[src/rtl/simd_cs_resolve_pkg.sv]
// simd_cs_resolve_pkg: shared SIMD datapath types for the carry-save resolver.
// Provides simd_d_t, simd_lw_t, the stage-1 bundle and the lane-kill decoder.
package simd_cs_resolve_pkg;

  localparam int W = 64;

  typedef logic [W-1:0] simd_d_t;

  typedef enum logic [1:0] {
    LW8  = 2'd0,
    LW16 = 2'd1,
    LW32 = 2'd2,
    LW64 = 2'd3
  } simd_lw_t;

  typedef struct packed {
    logic [31:0] lo;
    logic        c31;
    logic [31:0] sum_hi;
    logic [31:0] carry_hi;
    simd_lw_t    lw;
  } s1_t;

  typedef struct packed {
    simd_d_t  res;
    simd_lw_t lw;
  } s2_t;

  // bit i set: carry into byte i of a 32-bit half is killed
  function automatic logic [3:0] byte_kill(simd_lw_t lw);
    logic [3:0] k;
    unique case (lw)
      LW8:  k = 4'b1110;
      LW16: k = 4'b0100;
      LW32: k = 4'b0000;
      LW64: k = 4'b0000;
    endcase
    return k;
  endfunction

endpackage

[src/rtl/simd_cs_resolve_cpa_seg32.sv]
// cpa_seg32: 32-bit lane-segmented adder (a + b + cin), carry killed at lanes.
// Ports: a, b, cin, lw, hi (upper-half flag) -> sum[31:0], cout.
module cpa_seg32
  import simd_cs_resolve_pkg::*;
(
  input  logic [31:0] a,
  input  logic [31:0] b,
  input  logic        cin,
  input  simd_lw_t    lw,
  input  logic        hi,
  output logic [31:0] sum,
  output logic        cout
);

  logic [3:0] kill;
  logic       c;
  logic [8:0] t;

  // bit 32 is a lane boundary for every width except LW64
  always_comb begin
    kill = byte_kill(lw);
    c    = hi & cin & (lw == LW64);
    t    = '0;
    sum  = '0;
    for (int i = 0; i < 4; i++) begin
      if (kill[i]) c = 1'b0;
      t = {1'b0, a[8*i +: 8]}
        + {1'b0, b[8*i +: 8]}
        + {8'd0, c};
      sum[8*i +: 8] = t[7:0];
      c = t[8];
    end
    cout = c;
  end

endmodule

[src/rtl/simd_cs_resolve.sv]
// simd_cs_resolve: 2-stage sum/carry -> binary resolver, split at bit 32.
// Ports: clk, rst, in_valid/in_ready/in_sum/in_carry/in_lw, out_valid/out_ready/out_res/out_lw.
module simd_cs_resolve
  import simd_cs_resolve_pkg::*;
#(
  parameter int W = 64
) (
  input  logic     clk,
  input  logic     rst,
  input  logic     in_valid,
  output logic     in_ready,
  input  simd_d_t  in_sum,
  input  simd_d_t  in_carry,
  input  simd_lw_t in_lw,
  output logic     out_valid,
  input  logic     out_ready,
  output simd_d_t  out_res,
  output simd_lw_t out_lw
);

  localparam int H = W / 2;

  logic        s1_valid;
  logic        s2_valid;
  logic        s1_advance;
  logic        in_fire;
  s1_t         s1_q;
  s2_t         s2_q;
  logic [31:0] lo_sum;
  logic        lo_cout;
  logic [31:0] hi_sum;
  logic        hi_cout_unused;

  assign s1_advance = s1_valid & (~s2_valid | out_ready);
  assign in_ready   = ~s1_valid | s1_advance;
  assign in_fire    = in_valid & in_ready;

  cpa_seg32 u_lo (
    .a    (in_sum[H-1:0]),
    .b    (in_carry[H-1:0]),
    .cin  (1'b0),
    .lw   (in_lw),
    .hi   (1'b0),
    .sum  (lo_sum),
    .cout (lo_cout)
  );

  cpa_seg32 u_hi (
    .a    (s1_q.sum_hi),
    .b    (s1_q.carry_hi),
    .cin  (s1_q.c31),
    .lw   (s1_q.lw),
    .hi   (1'b1),
    .sum  (hi_sum),
    .cout (hi_cout_unused)
  );

  always_ff @(posedge clk) begin
    if (rst) begin
      s1_valid <= 1'b0;
      s2_valid <= 1'b0;
    end else begin
      s1_valid <= in_fire | (s1_valid & ~s1_advance);
      s2_valid <= s1_advance | (s2_valid & ~out_ready);
    end
  end

  always_ff @(posedge clk) begin
    if (in_fire) begin
      s1_q <= '{lo:       lo_sum,
                c31:      lo_cout,
                sum_hi:   in_sum[W-1:H],
                carry_hi: in_carry[W-1:H],
                lw:       in_lw};
    end
  end

  always_ff @(posedge clk) begin
    if (rst) begin
      s2_q <= '{res: '0, lw: LW64};
    end else if (s1_advance) begin
      s2_q <= '{res: {hi_sum, s1_q.lo},
                lw:  s1_q.lw};
    end
  end

  assign out_valid = s2_valid;
  assign out_res   = s2_q.res;
  assign out_lw    = s2_q.lw;

endmodule
[config.mk]
export PLATFORM = sky130hd
export DESIGN_NAME = simd_cs_resolve
export DESIGN_NICKNAME = d
export VERILOG_FILES = /design/src/rtl/simd_cs_resolve_pkg.sv /design/src/rtl/simd_cs_resolve_cpa_seg32.sv /design/src/rtl/simd_cs_resolve.sv
export SDC_FILE = /design/constraint.sdc
export NUM_CORES = 1
export LEC_CHECK = 0
export CAP_MARGIN = 40
export CORE_ASPECT_RATIO = 1.1
export CORE_MARGIN = 2
export CORE_UTILIZATION = 51
export DETAILED_ROUTE_END_ITERATION = 7
export PLACE_DENSITY_LB_ADDON = 0.15
export SYNTH_ARGS = -nofsm -noshare
export SYNTH_HDL_FRONTEND = slang
export SYNTH_HIERARCHICAL = 1
export SYNTH_SLANG_ARGS = --single-unit
[constraint.sdc]
create_clock -name clk -period 9.8 [get_ports clk]
set_input_delay 2.94 -clock clk [delete_from_list [all_inputs] [get_ports clk]]
set_output_delay 2.94 -clock clk [all_outputs]
set_load 0.01 [all_outputs]
==> flow_summary.yaml <==
run_status:
  status: "completed"
final_layout:
  n_antenna_cell: 0
  area_growth_pct: 32.47
  drive_gt1_frac: 0.05180
  utilization: 0.6950
  final_nets: 1139
  n_fill_cell: 1158
  stdcell_area_um2: 11420
  final-instance-count-excl-fill: 1150
critical_path:
  required_ns: 9.97
  slowest_delay_ns: 0.46
  crit_path_top_delay_cell: "fa_1"
  end_kind: "register"
  cp_max_fo: 3
  cp-start-kind: "input pin"
  crit_top_cell: "fa_1"
  timing.setup.critical_path_class: "input pin to register"
  crit_arrival_ns: 9.30
die:
  die_h_um: 140.4
  core_area_um2: 16430
  num_rows: 49
  ios: 202
  die_area_um2: 17960
  die_w_um: 128.0
  start_util: 0.5247
power:
  internal_power_uw: 1401
  pwr-share-seq: 0.446
  switchingPower_uw: 467.8
  combPwrFrac: 0.190
  switching_share: 0.2504
  cellLeakagePower_uw: 0.004329
  clkPwrFrac: 0.364
  cellPowerDensity_nw_per_um2: 163.6
  irDropWorstVdd_mv: 0.1269
detailed_routing:
  drc_errors: 0
  detail_route.iter0.violations: 354
  post_drt_wl_per_cell_um: 16.40
  viasPerCell: 5.374
  dr.pass1.iters: 5
  ant_nets: 0
  wirelength_um: 18860
  num_vias: 6180
sta:
  tns_ns: 0
  skew_ns: 0.01017
  period_minus_slack_ns: 9.132
  rsz0062_at_grt: "no"
  fmax_mhz: 109.5
  timing.slew.headroom: 0.4854
  whs_ns: 0.4716
  setup_viol: 0
  finalCritPeriodShare: 0.9318
  finalHoldViolCount: 0
  max_slew.worst_pin.slew_ns: 0.7702
  report.final.slew_viol_count: 0
clocking:
  cts.sinks: 167
  h-tree-depth: 4
  root_buffer: "clkbuf_16"
  cts.path.max_buffers: 2
  clk_latency_ns: 0.43
  cts_tree: "built"
  numCtsBuffers: 17
  hold_buffers: 0
  clkTransAtPathRegs_ns: 0.06
yosys:
  postSynthAreaPerCell_um2: 11.83
  syn_area_um2: 8621
  yosysWarningCount: 6
  synthCells: 729
grt:
  grt_max_degree: 73
  overflow: 0
  grt_pass1_wl_um: 29700
  grt_pass1_vias: 6320
  antenna_found_initial: 0
  grt_use_total: 0.2102
placed_design:
  dp_hpwl_um: 13690
  place.gp.congestion: 0.8970
  dp.cells: 1118
  io_buffers: 201
  dpl_cell_area_um2: 10810
flow_run:
  cap_violations: 0
min_path:
  hold_class: "register to register"
## layout by cell type (no fill, tap or decap), types with 5 or more instances in the layout
cell type and count:
mux2i_1 70, clkdlybuf4s50_1 200, nor2_1 30, xnor2_1 18, clkbuf_16 17, xor2_1 16
edfxtp_1 99, a21o_1 7, o22ai_1 5, fa_1 16, nand3_1 16, a221oi_1 6
nand2b_1 131, nor3_1 11, o21ai_0 13, nand2_1 22, nor2b_1 11, dfxtp_1 68
inv_1 18, a211oi_1 6, a21oi_1 40, ha_1 56
## power groups by stage
stage	combinational, uW	clock, uW	sequential (uW)
after global routing	391	711	839
after detailed placement	353	0	848
after floorplan	200	0	856
after CTS	356	692	834
after global placement	338	0	847
final	356	679	833
## worst paths after layout
check | from | end | slack, ns | depth (start not counted)
max | in_sum[0] | s1_q[66] | 0.67 | 25
min | out_res[44] | out_res[44] | 0.47 | 2
max reg2reg | s1_q[1] | out_res[62] | 2.82 | 27
min reg2reg | out_res[44] | out_res[44] | 0.47 | 2
## critical path, delay by kind of cell
family,cells,cell delay (ns)
compound gates,12,2.13
buf+inv,1,0.43
simple gates,4,0.39
fa+ha+maj,8,3.41
## per-layer routing
layer  vias up  track usage  part of all wire
met5         -            0                 0
met4         0      0.08329             0.021
met3        25      0.05844             0.072
met2       210       0.3650              0.50
met1      2941       0.2455              0.40
li1       3004            -                 -
## stage by stage
stage | setup WS [ns] | power [uW]
global route | 0.03141 | 1941
finish | 0.6680 | 1869
floorplan | 1.281 | 1056
CTS | 0.7053 | 1881
global placement | 0.4048 | 1184
detailed placement | 0.2771 | 1201
## repair_timing
item                       CTS  global route
setup buffers                0             0
setup endpoints to repair    0             1
resized for setup            0             1
## final cells by class
| type | instances | area, um^2 | area share |
|---|---|---|---|
| Clock inverter | 15 | 175.2 | 0.01534 |
| Multi-Input combinational cell | 521 | 4081 | 0.3574 |
| Tap cell | 204 | 255.2 | 0.02235 |
| Inverter | 19 | 71.32 | 0.006245 |
| Sequential cell | 167 | 4334 | 0.3795 |
| Clock buffer | 17 | 425.4 | 0.03725 |
| Timing Repair Buffer | 207 | 2077 | 0.1819 |
## flip-flops by register name (all words and copies together) (netlist names)
name,count
s1_q,99
out_res,64
s1_valid,1
out_lw,2
out_valid,1
Power figures use the tool's default switching activity.
